<file path="src/rtl/ram_arbiter.sv">
// Two-requester arbiter in front of a single-port synchronous RAM: one operation
// in flight, IDLE -> ACCESS -> RESP. Define RAM_ARB_FIXED_PRIO_EN for fixed priority (requester 0 wins).
module ram_arbiter #(
  parameter int ADDR_W = 6,
  parameter int DATA_W = 8
) (
  input  logic              clk,
  input  logic              rst_n,
  input  logic              req0,
  input  logic              req1,
  input  logic              we0,
  input  logic              we1,
  input  logic [ADDR_W-1:0] addr0,
  input  logic [ADDR_W-1:0] addr1,
  input  logic [DATA_W-1:0] wdata0,
  input  logic [DATA_W-1:0] wdata1,
  output logic              gnt0,
  output logic              gnt1,
  output logic              done0,
  output logic              done1,
  output logic [DATA_W-1:0] rdata,
  output logic [DATA_W-1:0] ram_data_in,
  output logic [ADDR_W-1:0] ram_address,
  output logic              ram_write_enable,
  input  logic [DATA_W-1:0] ram_data_out
);

  typedef enum logic [1:0] {IDLE, ACCESS, RESP} state_t;

  state_t              state_q, state_d;
  logic                owner_q, owner_d;
  logic                we_q, we_d;
  logic [ADDR_W-1:0]   addr_q, addr_d;
  logic [DATA_W-1:0]   wdata_q, wdata_d;
  logic [DATA_W-1:0]   rdata_q, rdata_d;
  logic                done0_q, done0_d;
  logic                done1_q, done1_d;
  logic                gnt0_c, gnt1_c;
  logic                pick1;
`ifndef RAM_ARB_FIXED_PRIO_EN
  logic                rr_q, rr_d;
`endif

  // pick1 selects requester 1; on a tie the one not served last wins.
`ifdef RAM_ARB_FIXED_PRIO_EN
  assign pick1 = req1 & ~req0;
`else
  assign pick1 = req1 & (~req0 | ~rr_q);
`endif

  always_comb begin
    state_d = state_q;
    owner_d = owner_q;
    we_d    = we_q;
    addr_d  = addr_q;
    wdata_d = wdata_q;
    rdata_d = rdata_q;
    done0_d = 1'b0;
    done1_d = 1'b0;
    gnt0_c  = 1'b0;
    gnt1_c  = 1'b0;
`ifndef RAM_ARB_FIXED_PRIO_EN
    rr_d    = rr_q;
`endif
    case (state_q)
      IDLE: begin
        if (req0 | req1) begin
          gnt0_c  = ~pick1;
          gnt1_c  = pick1;
          owner_d = pick1;
          we_d    = pick1 ? we1    : we0;
          addr_d  = pick1 ? addr1  : addr0;
          wdata_d = pick1 ? wdata1 : wdata0;
`ifndef RAM_ARB_FIXED_PRIO_EN
          rr_d    = pick1;
`endif
          state_d = ACCESS;
        end
      end
      ACCESS: begin
        done0_d = ~owner_q;
        done1_d = owner_q;
        state_d = RESP;
      end
      RESP: begin
        if (!we_q) rdata_d = ram_data_out;
        state_d = IDLE;
      end
      default: state_d = IDLE;
    endcase
  end

  always_ff @(posedge clk or negedge rst_n) begin
    if (!rst_n) begin
      state_q <= IDLE;
      owner_q <= 1'b0;
      we_q    <= 1'b0;
      addr_q  <= '0;
      wdata_q <= '0;
      rdata_q <= '0;
      done0_q <= 1'b0;
      done1_q <= 1'b0;
`ifndef RAM_ARB_FIXED_PRIO_EN
      rr_q    <= 1'b1;
`endif
    end else begin
      state_q <= state_d;
      owner_q <= owner_d;
      we_q    <= we_d;
      addr_q  <= addr_d;
      wdata_q <= wdata_d;
      rdata_q <= rdata_d;
      done0_q <= done0_d;
      done1_q <= done1_d;
`ifndef RAM_ARB_FIXED_PRIO_EN
      rr_q    <= rr_d;
`endif
    end
  end

  // Grants are combinational so they must be masked while reset is held.
  assign gnt0             = gnt0_c & rst_n;
  assign gnt1             = gnt1_c & rst_n;
  assign done0            = done0_q;
  assign done1            = done1_q;
  assign ram_address      = addr_q;
  assign ram_data_in      = wdata_q;
  assign ram_write_enable = (state_q == ACCESS) & we_q;
  // Read data is forwarded from the RAM during RESP so it lines up with done.
  assign rdata            = (state_q == RESP && !we_q) ? ram_data_out : rdata_q;

endmodule

</file>
<file path="config.mk">
export PLATFORM = sky130hd
export DESIGN_NAME = ram_arbiter
export DESIGN_NICKNAME = d
export VERILOG_FILES = /design/src/rtl/ram_arbiter.sv
export SDC_FILE = /design/constraint.sdc
export NUM_CORES = 1
export LEC_CHECK = 0
export BUFFER_PORTS_ARGS = -buffer_cell sky130_fd_sc_hd__buf_2
export CORE_MARGIN = 4
export CORE_UTILIZATION = 44
export DETAILED_ROUTE_END_ITERATION = 8
export PLACE_DENSITY = 0.82
export SETUP_SLACK_MARGIN = 0.4
export SYNTH_ARGS = -nofsm -noshare
export SYNTH_HDL_FRONTEND = slang
export SYNTH_SLANG_ARGS = --single-unit
</file>
<file path="constraint.sdc">
create_clock -name clk -period 2.2 [get_ports clk]
set_clock_uncertainty 0.2 [all_clocks]
set_input_delay 0.44 -clock clk [delete_from_list [all_inputs] [get_ports clk]]
set_output_delay 0.44 -clock clk [all_outputs]
set_load 0.01 [all_outputs]
</file>
Word-level counts from Yosys, hierarchy flattened. Cells that the tools add are included.

Register bits: 29. Output and inout port bits: 27. Input port bits: 42. Logic and storage cells: 40.

Equal/unequal tests: 3. Multiplexer cells: 12. Reductions and logical operators: 5. Bitwise gates (word level): 11.

Operators by type and width (count): two-way mux 8 bit (2); two-way mux 1 bit (7); two-way mux 6 bit (1); NOT 1 bit (5); bitwise AND 1 bit (4); case mux 2 bit (2 select lines) (1); AND reduction 2 bit (2); == test 2 x 1 -> 1 bit, second input constant (1); == test 2 bit, second input constant (1); zero test 2 bit (1); two-way mux 2 bit (1); != test 2 bit, second input constant (1); OR 1 bit (2); logical AND 1 bit (1); zero test 1 bit (1).

Longest topological paths before layout. Gate-level depths: netlist of run 1.

Depth in word-level cells: 7. Depth in mapped cells: 5. Gate-level depth less buffers: 4.

Least setup slack after synthesis of run 1. OpenSTA, ideal clock, no wires.

Path kind: input to output. Start point: in req1. End point: out gnt1. Data required time: 1560 ps. Path buffers: 2. Path slack: 228 ps. Cell stages on the path: 5. Arrival time: 1332 ps. Path through: a21bo_1 > buf_6 > buf_8 > nor3_2 > and2_1.

Longest elaborated chain between the ends: 4. Elaborated cells between the ends (all ways): 5. Classes of those cells: mux (2); bitwise (3).

Ends and longest elaborated chain: start: declaration (line 10) `input logic req1,`; bitwise AND 1 bit / OR 1 bit (equally long branches) (line 48, 67); two-way mux 1 bit (*) (line 67) `if (req0 | req1) begin`; two-way mux 1 bit (*) (line 65) `case (state_q)`; bitwise AND 1 bit (*) (line 123) `assign gnt1 = gnt1_c & rst_n;`; end: declaration (line 18) `output logic gnt1,`.

Mark *: on every way between the ends. The rest lies on a longest branch, timed or not.

Worst setup path after layout of run 1.
Start point: reg state_q[0]. End point: out rdata[3].

Longest elaborated chain between the ends: 3.

Ends and longest elaborated chain: start: declaration (line 30) `state_t state_q, state_d;`; start signal: assignment (line 107) `state_q <= state_d;`; == test 2 bit (line 130) `assign rdata = (state_q == RESP && !we_q) ? ram_data_out : rdata_q;`; logical AND 1 bit (line 130); two-way mux 8 bit (line 130); end: declaration (line 21) `output logic [DATA_W-1:0] rdata,`.

No other way between the ends.

==> reports/summary.md, run 1 <==
The flow ran to the end, but the final reports show violations. The final reports fail on negative setup slack. The final cycle utilization of the critical path is 103%, and the number of hold violations in the final report is 0. For the total of warnings raised by yosys, the log shows 0. Dividing the detail-routed via count by the number of cells gives 5.16. The die is 62.9 µm tall. The launch point of the worst path was state_q[0]. The number of cells on the worst reg-to-reg path is 7. The total overflow left after global routing is 0.

For this design the ratio of total power to cell area is 1390 nW/µm². The root buffer cell chosen for the clock tree is clkbuf_4. The tools report the first-pass GRT wire length as 5880 µm. The worst-path maximum fanout was 8. In the final layout, the share of cells above drive strength 1 is 77.8%. The worst hold path terminates at ram_data_in[2]. The run gives 12 as the number of violations reported at the end of detailed-routing iteration 0. The cell area after layout is 2180 µm², and the first-pass iteration count of the detailed router is 4. The type of origin of the critical path was a register. The worst-case IR drop observed on VDD is 915 µV. The tools report the max-capacitance violation count as 0.

A synthesized cell averages 15.8 µm². For the sequential area share after synthesis, the log shows 54.9%. The run gives 0 as the initial antenna violation count. The tools report the number of standard-cell rows in the floorplan as 19.

Adding up every negative setup slack in the final design gives -0.446 ns. The library cell used most frequently in the layout, excluding fill and tap cells, is buf_2. The number of diodes added for antenna fixing was 0. The DRC violations left came out at 0. Setup violations remaining at the end of the flow were counted as 8.

The post-detailed-route wirelength per cell was 18.2 µm; the standard cell core area was 2810 µm². The worst setup path is of the register to primary output kind. The tools report the type of element capturing the critical path as a primary output.

Subtracting the final worst setup slack from the clock period gives 2.26 ns. The capturing point of the worst reg2reg path is ram_address[2]. The count of H-tree levels built during CTS was 2.

Highest clock frequency the design can meet: 442 MHz. In the final design database the tool counted 226 nets. The synthesized netlist contains 19 unique library cells. The routed layout has 1114 vias.

STA puts the critical path data required time at 1.56 ns. For the final count of pins violating max slew, the log shows 0. The share of flip-flops with an asynchronous set or reset after synthesis is 100%, and the worst hold path cell count is 2.

The tools report the static leakage power as 1.14 nW. From left edge to right edge, the die measures 62.9 µm. The signal arrival time at the worst endpoint was 1.62 ns. The number of sinks handled by clock tree synthesis came out at 29. Once the floorplan was initialized, standard cells occupied 47.2% of the core.

Setup repair after global routing could not meet its margin everywhere. The number of placed I/O pins came out at 69. The worst register-to-register path begins at rr_q. Headroom to the max-slew limit came out at 70.7%. For the worst-skew pair, the clock arrives at the later sink with an insertion delay of 0.32 ns.

TritonCTS built the clock tree. The total cell area at the placement stage was 1740 µm². The tools report the worst-case hold slack as 0.139 ns. Setup slack on the worst reg-to-reg path comes out at 0.23 ns. Synthesized net count: 126.

Buffers inserted during clock tree synthesis total 5. The register clock-pin slew on the reported worst setup and hold paths was 0.09 ns; the area added between synthesis and finish was 64.5%. The tools report the area enclosed by the die boundary as 3950 µm².

The tools report the final worst setup slack as -0.0640 ns. The transition time of the tightest slew-check pin was 0.437 ns. After legalization and detailed placement, the total HPWL measured 2520 µm.

The hold path startpoint was wdata1[2]. For the weighted congestion at the end of routability-driven global placement, the log shows 0.781. In this run the worst hold path is classified as input port to register. Yosys mapped a number of flops with a built-in enable equal to 0. The number of non-filler instances in the completed layout was 216; the total routing resource utilization after global routing was 19.3%. The logs give 186 for the cell total after placement and 84 for the synthesized instance count. The via count of the first global-routing pass is 1221, and the total length of routed wires is 3930 µm.

Entering global routing, the biggest net connects 20 pins. Count of nets left with antenna violations after detail routing: 0. Top flip-flop cell by instance count after synthesis: dfrtp_1. The number of port buffers came out at 68.

The number of synthesized register bits works out to 29. Counting along the longest clock path gives a buffer depth of 2. The top cell types in the final layout, fill and taps aside, are 58 x buf_2, 26 x mux2_4, 26 x dfrtp_1.

The tools report the post-synthesis instance area as 1320 µm².
final cells by class:
cell class / instances / area (µm²)
clock buffers: 8 / 58.8
fillers: 164 / 628
inverters: 1 / 3.75
multi-input cells: 51 / 663
flip-flops and latches: 29 / 729
well taps: 31 / 38.8
repair buffers: 96 / 683
layer usage:
layer,vias to the layer above,routed length [µm],track usage (%)
met5,-,0,0
met3,15,211,5.04
met4,0,136,10.7
met1,540,1520,21.1
li1,510,-,-
met2,49,2060,33.7
cells in the mapped netlist (2+ instances only):
cell type | count | area share (%)
a21o_1 | 2 | 1.1
a221o_1 | 3 | 2.3
and2_1 | 3 | 1.4
dfrtp_1 | 28 | 53
mux2_2 | 22 | 19
mux2_4 | 10 | 11
nor2b_1 | 2 | 0.95
o2111a_1 | 3 | 2.6
kinds of logic after synthesis:
family | count (synthesis) | share of synthesized area [%]
multiplexers | 32 | 30.1
AND/OR/NAND/NOR | 9 | 4.82
buffers and inverters | 4 | 2.84
flip-flops | 29 | 54.9
AO/OA/AOI/OAI | 10 | 7.37
sequential cells by signal, indices dropped and copies added, names as in the netlist:
| signal | flops |
|---|---|
| done0 | 1 |
| done1 | 1 |
| owner_q | 1 |
| ram_address | 6 |
| ram_data_in | 8 |
| rdata_q | 8 |
| rr_q | 1 |
| state_q | 2 |
| we_q | 1 |
repair_timing:
item	CTS	global route
setup endpoints to repair	23	23
setup buffers	3	17
pin swaps	1	5
gates resized for setup	20	25
hold endpoints to repair	9	0
hold buffers	2	0
how the worst max path moves through the flow:
stage                           to  slack [ns]  depth (start not counted)
after detailed placement  rdata[5]        0.05                          3
after floorplan               gnt1        0.30                          5
after CTS                 rdata[3]       -0.05                          4
after global routing      rdata[3]       -0.12                          4
final                     rdata[3]       -0.06                          4
after global placement    rdata[4]        0.15                          3
critical path, stage by stage (launching register included):
cell,delay (ns)
dfrtp_2,0.45
nor3b_4,0.23
buf_12,0.17
mux2_4,0.32
buf_6,0.13
report_power, final:
part | switching [mW] | internal, mW | total (mW)
Sequential | 0.161 | 0.813 | 0.974
Combinational | 0.677 | 1.04 | 1.72
Clock | 0.181 | 0.158 | 0.338
Total | 1.02 | 2.02 | 3.03
per-stage QoR:
| stage | worst slack [ns] | power, mW | util [%] |
|---|---|---|---|
| 3_5_place_dp | 0.0549 | 2.15 | 62.1 |
| 6_report | -0.0640 | 3.03 | 77.6 |
| 5_1_grt | -0.116 | 3.19 | 77.6 |
| 4_1_cts | -0.0485 | 2.74 | 69.4 |
| 2_1_floorplan | 0.299 | 1.72 | - |
| 3_3_place_gp | 0.152 | 2.09 | 62.1 |
(Power assumes the default switching activity.)
==> run 2, diff against run 1 <==
- CORE_UTILIZATION: 44 -> 40
- PLACE_DENSITY: 0.82 -> 0.79
- clock period: 2.2 -> 2 ns (I/O delays scaled with it)
==> run 2 against run 1 <==
Effect of this change:
- wire length fell by 6.9%
- utilization down 7.3 points
- highest routed layer unchanged
- register-to-register slack worse by 0.14 ns
- via count fell by 2.8%
- non-clock buffer count shrank 3
- largest cell class unchanged
- critical path depth unchanged
- the flow still finishes with violations (negative setup slack)
- sequential power rose by 7%
- largest power group unchanged
- worst hold slack worse by 0.030 ns
- clock power down 3%
==> reports/summary.md, run 2 (synthesis results as in run 1) <==
The part of the total power dissipated in combinational logic came out at 59.4% (+2.7 points). The final reports fail on negative setup slack. The critical path starts at we_q. The share of total power in sequential cells was 30.9% (-1.2 points); the weighted congestion at the end of routability-driven global placement was 0.692 (-11%). The insertion delay of the later-clocked pin in the worst-skew pair came out at 0.32 ns (about the same).

The final worst setup slack was -0.199 ns (-0.135 ns); the count of H-tree levels built during CTS was 2 (unchanged). The detail-routed via count per cell came out at 4.79 (-7.1%). Worst setup slack for register-to-register paths: 0.09 ns (-0.14 ns). The setup total negative slack is -1.67 ns (-1.22 ns). Number of placed I/O pins: 69 (unchanged).

The HPWL after detailed placement was 2350 µm (-6.7%); the x dimension of the die was 65.5 µm (+4.3%). Overall die height: 65.5 µm (+4.3%). The number of non-filler instances in the completed layout was 226 (+4.6%). The number of buffers created by CTS is 5 (unchanged), and the overall via count from detail_route is 1083 (-2.8%). The worst-path maximum fanout was 5 (-3).

The area growth from synthesis to layout is 64.8%. The number of violations reported at the end of detailed-routing iteration 0 was 40 (+28). The tools report the number of diodes added for antenna fixing as 0 (unchanged).

Clock network fraction of total power: 9.7% (-1.5 points). The standard cell core area was 3100 µm² (+11%); the number of port buffers was 68 (unchanged). The worst register-to-register path begins at rr_q.

The tools report the total routing resource utilization after global routing as 18.3% (-1.0 points). The signal arrival time at the worst endpoint was 1.60 ns (-0.02 ns); the total power after layout was 3.36 mW (+11%). Total length of routed wires: 3660 µm (-6.9%). The type of element capturing the critical path was a primary output. The first-pass iteration count of the detailed router is 4 (unchanged), and the share of total power consumed by net switching is 33.1% (-0.47 points).

The critical path is of the register to primary output type. The via count of the first global-routing pass came out at 1224 (+0.25%). Leaving out fill and tap cells, the most frequent cells in the layout are 58 x buf_2, 32 x mux2_4, 28 x dfrtp_1. The number of sinks handled by clock tree synthesis is 29 (unchanged), and the power per cell area is 1540 nW/µm² (+11%).

The static leakage power was 1.16 nW (+2.3%); the post-detailed-route wirelength per cell was 16.2 µm (-11%). The final count of pins violating max slew came out at 0 (unchanged). For this run, the top clock speed supported by timing is 455 MHz. The tools report the relative max-transition margin as 84.4% (+14 points). The cell-internal power was 2.25 mW (+12%). The number of standard-cell rows in the floorplan is 20 (+1). TritonCTS built the clock tree. Worst hold-check path type: input port to register.

In this run the critical register-to-register path is captured at ram_address[1]. The run gives 0 (unchanged) as the count of nets left with antenna violations after detail routing. The logs give 201 (+8.1%) for the cell total after placement and 0 (unchanged) for the number of hold violations in the final report. The first-pass GRT wire length was 5740 µm (-2.3%). The run gives 679 µV (-26%) as the worst IR drop on VDD. Final cycle utilization of the critical path: 110%. The count of final setup violators came out at 11 (+3).

The tools report the net switching component of the power as 1.11 mW (+9.3%). The run gives 4290 µm² (+8.7%) as the area enclosed by the die boundary. The run gives 1.40 ns (-0.16 ns) as the data required time of the critical path. Transition time of the tightest slew-check pin: 0.234 ns (-0.203 ns). The run finished, with violations left. DRC violations left: 0 (unchanged). The register clock-pin slew on the reported worst setup and hold paths came out at 0.09 ns (about the same). Setup repair after global routing could not meet its margin everywhere. The run gives 223 (-1.3%) as the total number of nets in the final design. Subtracting the final worst setup slack from the clock period gives 2.20 ns. The max-capacitance violation count was 0 (unchanged); the initial antenna violation count was 0 (unchanged). The tree is rooted in a clkbuf_4. The share of post-route cells with drive strength above 1 came out at 76.9% (-0.91 points).

The pin count of the biggest net entering global routing was 16 (-20%); the initial core utilization was 42.7% (-4.5 points). The most critical setup path has its endpoint at rdata[4]. The tools report the post-placement setup slack as -0.00513 ns (-0.0600 ns).

The number of buffers on the longest clock path is 2 (unchanged), and the length in cells of the worst reg-to-reg path is 6 (-1). The tools report the total overflow reported by the global router as 0 (unchanged). The worst setup path is launched from a register.

Leaving out fill and tap cells, the most frequent cell in the layout is buf_2.
-- run 2: cell types whose count changed in the layout (fill, tap and decap cells not counted), sizes merged --
| cell | previous run | this run |
|---|---|---|
| dlygate4sd3 | 2 | 1 |
| buf | 94 | 92 |
| clkbuf | 8 | 6 |
| clkinv | 0 | 2 |
-- run 2: how the worst min path moves through the flow --
| stage | from | endpoint | slack [ns] | cells after the start |
|---|---|---|---|---|
| 2_1_floorplan | rst_n | done0 | -0.1 | 0 |
| 3_3_place_gp | rst_n | owner_q | 0.20 | 2 |
| 3_5_place_dp | rst_n | owner_q | 0.21 | 2 |
| 4_1_cts | wdata1[1] | ram_data_in[1] | 0.1 | 2 |
| 5_1_grt | wdata1[2] | ram_data_in[2] | 0.09 | 2 |
| 6_report | wdata1[1] | ram_data_in[1] | 0.11 | 2 |
-- run 2: layer usage --
metal | up-vias | part of all wire, % | track usage [%]
met5 | - | 0 | 0
li1 | 505 | - | -
met1 | 528 | 37 | 19.8
met2 | 46 | 55 | 32.1
met4 | 0 | 0.79 | 5.96
met3 | 4 | 6.6 | 7.52
-- run 2: repair_timing --
item	CTS	global route
hold endpoints to repair	28	0
hold buffers	1	0
pin swaps	5	4
setup buffers	11	4
endpoints found under the setup margin	27	28
cloned	1	0
gates resized for setup	47	3
-- run 2: final cells by class --
class	instances	area, µm²
Multi-Input combinational cell	51	682
Fill cell	240	921
Sequential cell	29	727
Clock buffer	6	41.3
Clock inverter	2	10.0
Tap cell	44	55.1
Inverter	1	3.75
Timing Repair Buffer	93	663
-- run 2: metrics by stage --
| stage | instance area (µm²) | utilization (%) | hold WS, ns |
|---|---|---|---|
| 5_1_grt | 2180 | 70.3 | 0.0884 |
| 2_1_floorplan | 1350 | - | -0.0956 |
| 3_3_place_gp | 1770 | 56.9 | 0.203 |
| 4_1_cts | 2140 | 69.0 | 0.0964 |
| 6_report | 2180 | 70.3 | 0.109 |
| 3_5_place_dp | 1770 | 56.9 | 0.205 |
-- run 2: critical path, cell delays in order, from the launching register on --
cell     delay [ns]
dfrtp_1        0.42
nor3b_4        0.24
buf_6          0.17
mux2_4         0.32
buf_6          0.13
-- run 2: power by group through the flow --
| stage | Combinational [mW] | Sequential (mW) | Clock, mW |
|---|---|---|---|
| finish | 2.00 | 1.04 | 0.327 |
| global route | 2.12 | 1.07 | 0.378 |
| CTS | 1.88 | 1.03 | 0.343 |
| detailed placement | 1.32 | 1.04 | 0 |
| global placement | 1.28 | 1.02 | 0 |
| floorplan | 0.762 | 1.12 | 0 |
==> run 3, diff against run 2 <==
- CELL_PAD_IN_SITES_DETAIL_PLACEMENT: not set -> 1
- CELL_PAD_IN_SITES_GLOBAL_PLACEMENT: not set -> 1
- CORE_UTILIZATION: 40 -> 31
==> run 3 against run 2 <==
Effect of this change:
- the flow still finishes with violations (negative setup slack)
- clock-buffer cell count down 1
- via count grew 1.0%
- worst hold slack better by 0.043 ns
- wire length increased by 18%
==> reports/summary.md, run 3 (synthesis results as in run 1) <==
The detail-routed via count per cell was 4.78 (-0.31%). The transition time of the tightest slew-check pin works out to 0.326 ns (+0.0917 ns). Overall die height: 73.3 µm (+12%).

Setup repair after global routing could not meet its margin everywhere. The number of violations reported at the end of detailed-routing iteration 0 was 38 (-5.0%); the insertion delay of the later-clocked pin in the worst-skew pair was 0.28 ns (-0.04 ns). The logs give 78.3% (-6.1 points) for the relative max-transition margin and 23 (+15%) for the number of standard-cell rows in the floorplan. The via count of the first global-routing pass came out at 1266 (+3.4%).

Initial core utilization: 32.6% (-10 points). The count of H-tree levels built during CTS is 2 (unchanged), and the total cell area at the placement stage is 1790 µm² (+1.4%). The run gives 0 (unchanged) as the number of hold violations in the final report. The run gives 1.18 nW (+1.4%) as the static leakage power. Data required time of the critical path: 1.40 ns (about the same). The final worst setup slack is -0.131 ns (+0.0683 ns). For the final count of pins violating max slew, the log shows 0 (unchanged). The overall via count from detail_route is 1094 (+1.0%), and the number of port buffers is 68 (unchanged). The final reports fail on negative setup slack. The total length of routed wires is 4330 µm (+18%), and the number of diodes added for antenna fixing is 0 (unchanged). TritonCTS built the clock tree. The most common library cell in the layout ignoring fill and taps is buf_2. The tools report the type of element capturing the critical path as a primary output. The critical path in this run is classified as register to primary output. The weighted congestion at the end of routability-driven global placement is 0.711 (+2.8%), and the number of sinks handled by clock tree synthesis is 29 (unchanged). The worst-path maximum fanout came out at 8 (+3). The final cycle utilization of the critical path came out at 107% (-3.4 points). On the critical path, the stage with the largest delay is an instance of dfrtp_1. The pin count of the biggest net entering global routing is 25 (+9), and the post-route minimum period is 2.13 ns (-0.0683 ns).

The root buffer cell chosen for the clock tree is clkbuf_8. The area enclosed by the die boundary is 5380 µm² (+25%). The register clock-pin slew on the reported worst setup and hold paths was 0.07 ns (-0.02 ns); the number of buffers on the longest clock path was 2 (unchanged). The logs give 16.2% (-2.1 points) for the total routing resource utilization after global routing and 1.53 ns (-0.07 ns) for the signal arrival time at the worst endpoint. STA classifies the critical path startpoint as a register. The first-pass iteration count of the detailed router is 4 (unchanged).

The number of placed I/O pins was 69 (unchanged); the share of post-route cells with drive strength above 1 was 77.1% (+0.17 points). The cell total after placement is 206 (+2.5%). In the layout the commonest cells are 58 x buf_2, 32 x mux2_4, 28 x dfrtp_1.

The run gives 5 (unchanged) as the number of buffers created by CTS. The flow ran to the end, but the final reports show violations. The area added between synthesis and finish is 72.1%, and the stage delay of the slowest cell on the critical path is 0.41 ns (about the same).

The DRC violations left was 0 (unchanged); the max-capacitance violation count was 0 (unchanged). The logs give 863 µV (+27%) for the worst IR drop on VDD and 9 (-2) for the count of final setup violators. For the standard cell core area, the log shows 4060 µm² (+31%). The post-placement setup slack is 0.0752 ns (+0.0803 ns), and the power per cell area is 1630 nW/µm² (+6.1%). The run gives 6480 µm (+13%) as the first-pass GRT wire length. The tightest min-delay check is of the input port to register type. Count of nets left with antenna violations after detail routing: 0 (unchanged). The total power after layout is 3.72 mW (+11%). The tools report the total overflow reported by the global router as 0 (unchanged). Cell area after layout: 2280 µm² (+4.4%). The number of non-filler instances in the completed layout came out at 229 (+1.3%). The post-detailed-route wirelength per cell was 18.9 µm (+17%); the initial antenna violation count was 0 (unchanged).

The total number of nets in the final design was 220 (-1.3%); the x dimension of the die was 73.3 µm (+12%). HPWL after detailed placement: 2800 µm (+19%). The highest clock frequency the design can meet is 469 MHz (+3.2%). The critical path goes through nor3b_4, buf_12, mux2_4, buf_6.
==> run 3: changes by cell type in the layout (fill, tap and decap cells not counted), moves of 2 or more <==
cell	previous run	this run
clkbuf_4	5	0
clkbuf_8	0	5
clkinv_2	2	0
buf_12	1	4
buf_6	18	15
buf_4	13	9
==> run 3: worst max-delay path, delay by kind of cell (launching register included) <==
kind	cells	cell delay, ns
buf+inv	2	0.28
simple gates	1	0.24
mux	1	0.31
flops	1	0.41
==> run 3: worst paths after layout <==
check	cells after the start	from	end	slack (ns)
hold reg to reg	1	owner_q	done0	0.26
hold / removal	2	wdata1[1]	ram_data_in[1]	0.15
setup / recovery	4	we_q	rdata[1]	-0.13
setup reg to reg	5	rr_q	ram_data_in[4]	0.15
min in group asynchronous	2	rst_n	ram_data_in[1]	0.36
max in group asynchronous	3	rst_n	ram_address[4]	0.79
==> run 3: final cells by class <==
type | instances | area, µm²
Clock buffer | 5 | 68.8
Timing Repair Buffer | 90 | 679
Clock inverter | 3 | 46.3
Multi-Input combinational cell | 51 | 691
Tap cell | 50 | 62.6
Fill cell | 421 | 1780
Inverter | 1 | 3.75
Sequential cell | 29 | 727
==> run 3: metrics by stage <==
stage / TNS (ns) / utilization (%) / hold WS (ns)
5_1_grt: -1.87 / 56.2 / 0.145
3_5_place_dp: 0 / 44.2 / 0.0421
2_1_floorplan: 0 / - / -0.0956
3_3_place_gp: 0 / 44.2 / 0.0380
6_report: -1.15 / 56.2 / 0.151
4_1_cts: -1.25 / 54.5 / 0.150
==> run 3: what timing repair did <==
| action | CTS | global route |
|---|---|---|
| setup endpoints to repair | 23 | 28 |
| pin swaps | 7 | 4 |
| buffers inserted | 8 | 3 |
| hold endpoints to repair | 5 | 0 |
| gates resized for setup | 45 | 5 |
| cloned | 1 | 1 |
| hold buffers | 2 | 0 |
==> run 3: routing by layer <==
layer / up-vias / GRT usage [%] / routed length, µm
li1: 498 / - / -
met1: 551 / 17.7 / 1680
met3: 2 / 5.34 / 254
met4: 0 / 3.62 / 19
met2: 43 / 30.2 / 2380
met5: - / 0 / 0
==> run 3: power breakdown <==
| part | switching [mW] | total, mW | internal [mW] |
|---|---|---|---|
| Clock | 0.235 | 0.608 | 0.372 |
| Sequential | 0.162 | 1.05 | 0.892 |
| Combinational | 0.795 | 2.06 | 1.27 |
